[config.mk]
export PLATFORM = sky130hd
export DESIGN_NAME = io_port_responder_flat
export DESIGN_NICKNAME = d
export VERILOG_FILES = /design/src/rtl/io_port_responder_if.sv /design/src/rtl/io_port_responder.sv /design/src/flat_wrapper.sv
export SDC_FILE = /design/constraint.sdc
export NUM_CORES = 1
export LEC_CHECK = 0
export BUFFER_PORTS_ARGS = -buffer_cell sky130_fd_sc_hd__buf_2
export CORE_UTILIZATION = 58
export CTS_BUF_LIST = sky130_fd_sc_hd__clkbuf_2 sky130_fd_sc_hd__clkbuf_4 sky130_fd_sc_hd__clkbuf_8
export CTS_CLUSTER_DIAMETER = 50
export DETAILED_ROUTE_END_ITERATION = 16
export GPL_TIMING_DRIVEN = 0
export MAX_ROUTING_LAYER = met4
export PLACE_DENSITY = 0.79
export SKIP_CTS_REPAIR_TIMING = 1
export SYNTH_ARGS = -nofsm -noshare
export SYNTH_HDL_FRONTEND = slang
export SYNTH_SLANG_ARGS = --single-unit
export TNS_END_PERCENT = 1
[constraint.sdc]
create_clock -name clk -period 1.8 [get_ports clk]
set_clock_uncertainty 0.05 [all_clocks]
set_input_delay 0.18 -clock clk [delete_from_list [all_inputs] [get_ports clk]]
set_output_delay 0.18 -clock clk [all_outputs]
set_load 0.05 [all_outputs]
[src/rtl/io_port_responder_if.sv]
// Request/response bus between the external interface unit (master) and io_port_responder (slave).
// Optional IO_PORT_RSP_ERR_EN adds the o_rsp_err response flag.
interface io_port_responder_if #(
    parameter int DATA_W = 16,
    parameter int ADDR_W = 4
);
    // Both channels use valid/ready: a transfer happens on a rising edge where valid and ready are both 1;
    // the sender keeps valid and its payload stable until then, and ready may change freely.
    logic              i_req_valid;
    logic              i_req_write;
    logic [ADDR_W-1:0] i_req_addr;
    logic [DATA_W-1:0] i_req_wdata;
    logic              o_req_ready;
    logic              o_rsp_valid;
    logic [DATA_W-1:0] o_rsp_data;
    logic              i_rsp_ready;
`ifdef IO_PORT_RSP_ERR_EN
    logic              o_rsp_err;
`endif

    modport slave (
        input  i_req_valid,
        input  i_req_write,
        input  i_req_addr,
        input  i_req_wdata,
        input  i_rsp_ready,
        output o_req_ready,
        output o_rsp_valid,
        output o_rsp_data
`ifdef IO_PORT_RSP_ERR_EN
        , output o_rsp_err
`endif
    );

    modport master (
        output i_req_valid,
        output i_req_write,
        output i_req_addr,
        output i_req_wdata,
        output i_rsp_ready,
        input  o_req_ready,
        input  o_rsp_valid,
        input  o_rsp_data
`ifdef IO_PORT_RSP_ERR_EN
        , input o_rsp_err
`endif
    );
endinterface

[src/rtl/io_port_responder.sv]
// Register-bank endpoint: one outstanding read/write, reads answered after WAIT_CYC wait states.
// Optional IO_PORT_RSP_ERR_EN flags out-of-range accesses on o_rsp_err. rst_n is active-high.
module io_port_responder #(
    parameter int DATA_W   = 16,
    parameter int ADDR_W   = 4,
    parameter int NUM_REGS = 12,
    parameter int WAIT_CYC = 2
) (
    input  logic        clk,
    input  logic        rst_n,
    io_port_responder_if.slave bus,
    output logic [1:0]  o_dbg_state
);
    typedef enum logic [1:0] {
        IDLE = 2'd0,
        WAIT = 2'd1,
        RESP = 2'd2
    } state_t;

    localparam int               CNT_W       = (WAIT_CYC > 1) ? $clog2(WAIT_CYC) : 1;
    localparam logic [CNT_W-1:0] LP_CNT_LOAD = (WAIT_CYC > 0) ? CNT_W'(WAIT_CYC - 1) : '0;

    state_t            r_state;
    logic              r_req_ready;
    logic              r_rsp_valid;
    logic [DATA_W-1:0] r_rsp_data;
    logic [CNT_W-1:0]  r_cnt;
    logic [ADDR_W-1:0] r_addr;
    logic [DATA_W-1:0] r_bank [NUM_REGS];

    logic              w_req_ready;
    logic              w_accept;
    logic [DATA_W-1:0] w_rd_now;
    logic [DATA_W-1:0] w_rd_lat;

`ifdef IO_PORT_RSP_ERR_EN
    localparam logic [ADDR_W:0] LP_NUM = (ADDR_W + 1)'(NUM_REGS);
    logic r_oor;
    logic r_rsp_err;
    logic w_req_oor;
    assign w_req_oor     = ({1'b0, bus.i_req_addr} >= LP_NUM);
    assign bus.o_rsp_err = r_rsp_err;
`endif

    // Reset masks ready combinationally so nothing is offered while reset is held.
    assign w_req_ready     = r_req_ready & ~rst_n;
    assign w_accept        = bus.i_req_valid & w_req_ready;
    assign bus.o_req_ready = w_req_ready;
    assign bus.o_rsp_valid = r_rsp_valid;
    assign bus.o_rsp_data  = r_rsp_data;
    assign o_dbg_state     = r_state;

    // Full-address decode: unmatched addresses read as zero, so no aliasing above NUM_REGS.
    always_comb begin
        w_rd_now = '0;
        w_rd_lat = '0;
        for (int i = 0; i < NUM_REGS; i++) begin
            if (bus.i_req_addr == ADDR_W'(i)) w_rd_now = r_bank[i];
            if (r_addr == ADDR_W'(i))         w_rd_lat = r_bank[i];
        end
    end

    always_ff @(posedge clk) begin
        if (rst_n) begin
            for (int i = 0; i < NUM_REGS; i++) r_bank[i] <= '0;
        end else begin
            for (int i = 0; i < NUM_REGS; i++) begin
                if (w_accept && bus.i_req_write && bus.i_req_addr == ADDR_W'(i))
                    r_bank[i] <= bus.i_req_wdata;
            end
        end
    end

    always_ff @(posedge clk) begin
        if (rst_n) begin
            r_state     <= IDLE;
            r_req_ready <= 1'b1;
            r_rsp_valid <= 1'b0;
            r_rsp_data  <= '0;
            r_cnt       <= '0;
            r_addr      <= '0;
`ifdef IO_PORT_RSP_ERR_EN
            r_oor       <= 1'b0;
            r_rsp_err   <= 1'b0;
`endif
        end else begin
            case (r_state)
                IDLE: begin
                    if (bus.i_req_valid) begin
                        r_addr      <= bus.i_req_addr;
                        r_req_ready <= 1'b0;
`ifdef IO_PORT_RSP_ERR_EN
                        r_oor       <= w_req_oor;
`endif
                        if (bus.i_req_write) begin
                            r_state     <= RESP;
                            r_rsp_valid <= 1'b1;
                            r_rsp_data  <= '0;
`ifdef IO_PORT_RSP_ERR_EN
                            r_rsp_err   <= w_req_oor;
`endif
                        end else if (WAIT_CYC == 0) begin
                            r_state     <= RESP;
                            r_rsp_valid <= 1'b1;
                            r_rsp_data  <= w_rd_now;
`ifdef IO_PORT_RSP_ERR_EN
                            r_rsp_err   <= w_req_oor;
`endif
                        end else begin
                            r_state <= WAIT;
                            r_cnt   <= LP_CNT_LOAD;
                        end
                    end
                end
                WAIT: begin
                    if (r_cnt == '0) begin
                        r_state     <= RESP;
                        r_rsp_valid <= 1'b1;
                        r_rsp_data  <= w_rd_lat;
`ifdef IO_PORT_RSP_ERR_EN
                        r_rsp_err   <= r_oor;
`endif
                    end else begin
                        r_cnt <= r_cnt - 1'b1;
                    end
                end
                RESP: begin
                    // Ready rises only after the handshake edge, so no accept overlaps it.
                    if (bus.i_rsp_ready) begin
                        r_state     <= IDLE;
                        r_req_ready <= 1'b1;
                        r_rsp_valid <= 1'b0;
                        r_rsp_data  <= '0;
`ifdef IO_PORT_RSP_ERR_EN
                        r_rsp_err   <= 1'b0;
`endif
                    end
                end
                default: begin
                    r_state     <= IDLE;
                    r_req_ready <= 1'b1;
                    r_rsp_valid <= 1'b0;
                    r_rsp_data  <= '0;
                end
            endcase
        end
    end
endmodule

[src/flat_wrapper.sv]
// flat-port wrapper written by rule: the top's interface ports become plain ports
module io_port_responder_flat 
#(
    parameter int DATA_W   = 16,
    parameter int ADDR_W   = 4,
    parameter int NUM_REGS = 12,
    parameter int WAIT_CYC = 2
)
  (clk, rst_n, o_dbg_state, bus_i_req_valid, bus_i_req_write, bus_i_req_addr, bus_i_req_wdata, bus_i_rsp_ready, bus_o_req_ready, bus_o_rsp_valid, bus_o_rsp_data);
  io_port_responder_if #(.DATA_W(DATA_W), .ADDR_W(ADDR_W)) bus_i ();
  input  logic clk;
  input  logic rst_n;
  output logic [1:0] o_dbg_state;
  input wire logic [$bits(bus_i.i_req_valid)-1:0] bus_i_req_valid;
  input wire logic [$bits(bus_i.i_req_write)-1:0] bus_i_req_write;
  input wire logic [$bits(bus_i.i_req_addr)-1:0] bus_i_req_addr;
  input wire logic [$bits(bus_i.i_req_wdata)-1:0] bus_i_req_wdata;
  input wire logic [$bits(bus_i.i_rsp_ready)-1:0] bus_i_rsp_ready;
  output wire logic [$bits(bus_i.o_req_ready)-1:0] bus_o_req_ready;
  output wire logic [$bits(bus_i.o_rsp_valid)-1:0] bus_o_rsp_valid;
  output wire logic [$bits(bus_i.o_rsp_data)-1:0] bus_o_rsp_data;
  assign bus_i.i_req_valid = bus_i_req_valid;
  assign bus_i.i_req_write = bus_i_req_write;
  assign bus_i.i_req_addr = bus_i_req_addr;
  assign bus_i.i_req_wdata = bus_i_req_wdata;
  assign bus_i.i_rsp_ready = bus_i_rsp_ready;
  assign bus_o_req_ready = bus_i.o_req_ready;
  assign bus_o_rsp_valid = bus_i.o_rsp_valid;
  assign bus_o_rsp_data = bus_i.o_rsp_data;
  io_port_responder #(.DATA_W(DATA_W), .ADDR_W(ADDR_W), .NUM_REGS(NUM_REGS), .WAIT_CYC(WAIT_CYC)) u_core (.clk(clk), .rst_n(rst_n), .bus(bus_i), .o_dbg_state(o_dbg_state));
endmodule
### Word level (Yosys, flattened, before mapping)

Memory sizes are Yosys's and may differ from the RTL's.
Cells that the tools add are included.

* $add $sub $neg: 1
* $mul: 0
* divide/modulo/power cells: 0
* magnitude comparators: 0
* eq/ne operators: 29
* shift operators: 0
* muxes and demuxes: 84
* bitwise logic cells: 16
* reductions and logical operators: 22

Operators with widths (count)
* 2-to-1 mux 16 bit: 28
* case mux 16 bit (3 select lines): 1
* 2-to-1 mux 1 bit: 47
* equality test 4 x 3 -> 1 bit, second input constant: 8
* equality test 4 bit, second input constant: 8
* equality test 4 x 2 -> 1 bit, second input constant: 4
* logical AND 1 bit: 13
* OR 1 bit: 12
* != test 2 bit, second input constant: 5
* AND reduction 3 bit: 3
* equality test 4 x 1 -> 1 bit, second input constant: 2
* logical NOT 4 bit: 2
* 2-to-1 mux 2 bit: 4
* case mux 1 bit (3 select lines): 2
* case mux 2 bit (3 select lines): 1
* AND reduction 4 bit: 1
* bitwise AND 1 bit: 2
* equality test 2 x 1 -> 1 bit, second input constant: 1
* equality test 2 bit, second input constant: 1
* logical NOT 2 bit: 1
* NOT 1 bit: 2
* case mux 1 bit (2 select lines): 1
* AND reduction 2 bit: 1
* nonzero test 2 bit: 1
* subtractor 1 bit, second input constant: 1

* register bits: 25
* latch bits: 0
* bits in writable memories: 192
* memory bits (read-only): 0
* logic and storage cells: 159
* memories: 1

Memories
* u_core.r_bank: words 12, width 16, rd ports 12, clocked after memory_dff 0, write ports 12, RTL line io_port_responder.sv:29 `logic [DATA_W-1:0] r_bank [NUM_REGS];`

### Depth between registers and ports, before layout

* depth after elaboration: 15
* mapped depth: 8
* gate-level depth less buffers: 5

### Least setup slack after synthesis

Ideal clock, no wire load.

* path type: register to register
* from: register u_core.r_state[0], in the netlist u_core.o_dbg_state[0]
* to: register u_core.r_rsp_data[13], in the netlist u_core.bus.o_rsp_data[13]
* library setup time: 0.062 ns
* arrival: 2.008 ns
* data required time: 1.688 ns
* setup slack: -0.320 ns
* stages on the path, launching flop included: 7
* buffers on the path: 1
* period minus slack after synthesis: 2.120 ns
* cells stage by stage: dfxtp_1 buf_2 and2b_1 nor3b_1 o21ai_0 or4_1 nand3_1

* cells in the longest elaborated chain, start to end: 3
* elaborated cells between the ends (all ways): 9
* classes of those cells: eq/ne: 6; mux: 1; reduce/logical: 2

RTL lines
* start: declaration: RTL line io_port_responder.sv:23 `state_t r_state;`
* start signal: assignment: RTL line io_port_responder.sv:76 `r_state <= IDLE;`
* start signal: assignment: RTL line io_port_responder.sv:96 `r_state <= RESP;`
* start signal: assignment: RTL line io_port_responder.sv:103 `r_state <= RESP;`
* equality test 2 x 1 -> 1 bit, or another cell as far along: RTL line io_port_responder.sv:87 `case (r_state)`
* != test 2 bit (no line)
* AND reduction 4 bit (no line)
* end signal: assignment: RTL line io_port_responder.sv:105 `r_rsp_data <= w_rd_now;`
* end signal: assignment: RTL line io_port_responder.sv:119 `r_rsp_data <= w_rd_lat;`
* end: declaration: RTL line io_port_responder.sv:26 `logic [DATA_W-1:0] r_rsp_data;`

Several ways; a longest one is shown, not always the timed one.
A chain may end at the register's enable or synchronous reset.

### Worst setup path after layout

* from: register u_core.r_addr[0]
* to: register u_core.r_rsp_data[14], in the netlist u_core.bus.o_rsp_data[14]

* cells in the longest elaborated chain, start to end: 15
* elaborated cells between the ends (all ways): 26
* classes of those cells: eq/ne: 11; mux: 14; reduce/logical: 1

RTL lines
* start: declaration: RTL line io_port_responder.sv:28 `logic [ADDR_W-1:0] r_addr;`
* start signal: assignment: RTL line io_port_responder.sv:90 `r_addr <= bus.i_req_addr;`
* logical NOT 4 bit: RTL line io_port_responder.sv:59 `if (r_addr == ADDR_W'(i)) w_rd_lat = r_bank[i];`
* 2-to-1 mux 16 bit (11 in series): RTL line io_port_responder.sv:59
* 2-to-1 mux 16 bit (*): RTL line io_port_responder.sv:59
* 2-to-1 mux 16 bit (*): RTL line io_port_responder.sv:116 `if (r_cnt == '0) begin`
* case mux 16 bit (3 select lines) (*): RTL line io_port_responder.sv:87

Mark *: on every way between the ends. The rest lies on a longest branch, timed or not. The select of a mux whose other input is x is not followed.

==> results.cfg <==
[outcome]
status = finished with violations
failed_checks = negative hold slack, negative setup slack

[clocking]
cts_sinks = 217
clock_latency_ns = 0.53
cts_buffers = 36
cts_root_buffer = clkbuf_8
htreeDepth = 2
cts_tree = yes
clk_pin_slew_ns = 0.06
cts_buffer_depth = 3

[drt]
drtIter0Drc = 1349
routedWlPerCell_um = 25.3
drtAntennaViolNets = 0
drc = 0
vias = 8045
first_pass_iters = 6
wirelength_um = 30600
vias_per_cell = 6.65

[grt]
overflow = 0
grt_pass1_vias = 7193
antenna_found_initial = 0
grt_max_degree = 17
grt_pass1_wl_um = 42400
grt_usage_pct = 34.4

[die]
fp.dieW_um = 132
io_pins = 45
die-area_um2 = 17400
start_util_pct = 59.4
die_y_um = 132
core_area_um2 = 16500
fp-row-count = 47

[sta]
fin_setup_tns_ns = -7.84
layout_setup_ws_ns = -0.232
finalHoldViolCount = 8
fin_crit_sh_pct = 113
slew_violations = 0
finalSetupViolations = 152
slew_headroom_pct = 50.2
rsz0062_at_grt = true
fmax_mhz = 492
worstMarginPinSlew_ns = 0.745
fin_crit_ns = 2.03
whs_ns = -0.0503

[setup_path]
worst-endpoint-arrival_ns = 2.46
start_kind = flip-flop
cp_data_required_time_ns = 2.23
criticalPathCategory = flip-flop to flip-flop
cp_cell_sequence = buf_6 > nor3b_4 > buf_6 > clkbuf_16 > a21oi_2 > o32a_1 > a2111oi_4 > a221o_1
critPathCaptureType = flip-flop
reg2regPathDepth = 8
critPathSlowestCell = dfxtp_4
max_stage_delay_ns = 0.39
crit_top_cell = buf_6
crit_fanout = 10

[synthesis]
syn_avg_cell_area_um2 = 11.5
synth_top_cell_area_share_pct = 58.8
ys_async_sr_fraction_pct = 0
yosys_register_bits = 217
synth_top_cell_by_area = edfxtp_1
yosysWarnings = 0
synth_area_um2 = 9810
ys_types = 61
synthCells = 854
synth_enable_flop_cells = 192
synth_ff_type = edfxtp_1
synthTopCellsByArea = edfxtp_1, nor2_1, dfxtp_1
ys_seq_area_share_pct = 63.9
synth_nets = 879

[placed_design]
routabilityCongestion = 0.943
place_area_um2 = 10300
hpwl_um = 19300
port_buffers = 43

[pwr]
comb_power_share_pct = 13.3
switchingPower_mw = 3.08
power_frac_seq_pct = 49.7
powerDensity_nw_per_um2 = 970
netSwitchingFraction_pct = 26.5
ir_drop_uv = 586
power_leakage_nw = 4.44
p_clk_share_pct = 37.0
internal_power_mw = 8.56

[cells_and_area]
final_area_um2 = 12000
layout-drive-gt1-share_pct = 26.1
insertedDiodeCount = 0
syn2layout_area_growth_pct = 22.4
nets = 991
final_core_util_pct = 72.6

[hold_path]
hold_depth = 3
hp-class = primary input to flip-flop

[flow_run]
drv_cap = 0
==> critical path, delay by kind of cell (launching register included) <==
kind | cells | cell delay (ns)
buf+inv | 3 | 0.45
flops | 1 | 0.39
simple gates | 1 | 0.26
compound gates | 4 | 0.82
==> stage by stage <==
step | cells | worst slack (ns) | hold WS (ns) | power [mW]
detailed placement | 1118 | -0.876 | 0.396 | 7.07
CTS | 1180 | -0.887 | -0.139 | 11.2
global route | 1210 | -0.254 | 0.00421 | 11.8
finish | 1210 | -0.232 | -0.0503 | 11.6
floorplan | 854 | -0.137 | 0.266 | 6.61
global placement | 1117 | -1.31 | 0.388 | 7.03
==> Yosys cell counts (5+ instances only) <==
cell         n
a2111oi_2    7
o21a_1      10
o211ai_1     8
a221oi_1     9
nand2_1     35
nand3_1     16
dfxtp_1     25
o22ai_1     23
nor3_1       5
a21oi_1     36
o32a_1       9
a221o_1     10
nand2b_1    35
buf_2       19
edfxtp_1   192
and3_1       7
o21ai_0     45
nor2b_1     12
mux2i_1     19
clkbuf_1    47
a21o_1       5
nor2_1     183
inv_1       21
a22o_1       8
==> per-layer routing <==
| layer | vias up | wire (µm) | GRT usage (%) | part of all wire, % |
|---|---|---|---|---|
| met5 | - | 0 | - | 0 |
| li1 | 3366 | - | - | - |
| met4 | 0 | 1270 | 16.2 | 4.1 |
| met1 | 3816 | 11200 | 46.8 | 37 |
| met2 | 754 | 13900 | 49.9 | 45 |
| met3 | 109 | 4200 | 7.07 | 14 |
==> cells in the final DEF, fill, tap and decap left out, types with 6 or more instances in the layout <==
master,count
a2111oi_4,7
o211ai_1,8
o22ai_1,18
nor2b_1,6
nand2b_4,10
a221o_1,10
nand2_1,24
o21ai_0,33
a221oi_2,6
nor2_1,180
o21a_1,10
dlygate4sd3_1,13
clkbuf_1,29
clkbuf_8,39
o21ai_1,8
buf_2,49
mux2i_1,16
buf_6,8
inv_1,20
edfxtp_1,192
nand2b_1,24
clkbuf_4,24
and3_1,7
buf_4,27
o32a_1,9
a21oi_1,31
a22o_1,8
nand3_1,13
nand2_2,11
dfxtp_1,20
==> logic make-up (layout without fill, tap and decap cells) <==
kind of cell,Yosys count,in the layout,share of synthesized area [%]
AOI/OAI and AO/OA,206,206,15.1
DFF,217,217,63.9
buffers and inverters,94,230,3.99
muxes,23,23,2.40
and+or+nand+nor,314,314,14.6
==> final timing paths <==
kind / start / end / slack [ns]
max: u_core.r_addr[0]$_SDFFE_PP0P_ / u_core.bus.o_rsp_data[14]$_SDFFE_PP0P_ / -0.23
min: bus_i_req_wdata[4] / u_core.r_bank[0][36]$_SDFFCE_PN0P_ / -0.05
max reg2reg: u_core.r_addr[0]$_SDFFE_PP0P_ / u_core.bus.o_rsp_data[14]$_SDFFE_PP0P_ / -0.23
min reg2reg: u_core.bus.o_rsp_data[5]$_SDFFE_PP0P_ / u_core.bus.o_rsp_data[5]$_SDFFE_PP0P_ / 0.41
==> registers in the layout, summed over array words and instances, names as in the netlist <==
| register | flops |
|---|---|
| u_core.r_req_ready | 1 |
| u_core.bus.o_rsp_data | 16 |
| u_core.bus.o_rsp_valid | 1 |
| u_core.o_dbg_state | 2 |
| u_core.r_bank | 192 |
| u_core.r_addr | 4 |
| u_core.r_cnt | 1 |
==> final cells by class <==
type	count	area, µm²
clock inverters	5	22.5
plain buffers	66	425
well taps	220	275
multi-input cells	543	3630
flip-flops and latches	217	6280
clock buffers	57	672
repair buffers	80	601
fillers	1079	4520
inverters	22	90.1
==> power groups by stage <==
stage | Combinational (mW) | Clock, mW | Sequential (mW)
after floorplan | 0.692 | 0 | 5.92
after global routing | 1.60 | 4.44 | 5.80
after global placement | 1.17 | 0 | 5.86
after CTS | 1.20 | 4.23 | 5.77
after detailed placement | 1.20 | 0 | 5.87
final | 1.55 | 4.30 | 5.79
No activity file was read; power rests on OpenSTA's default activity.
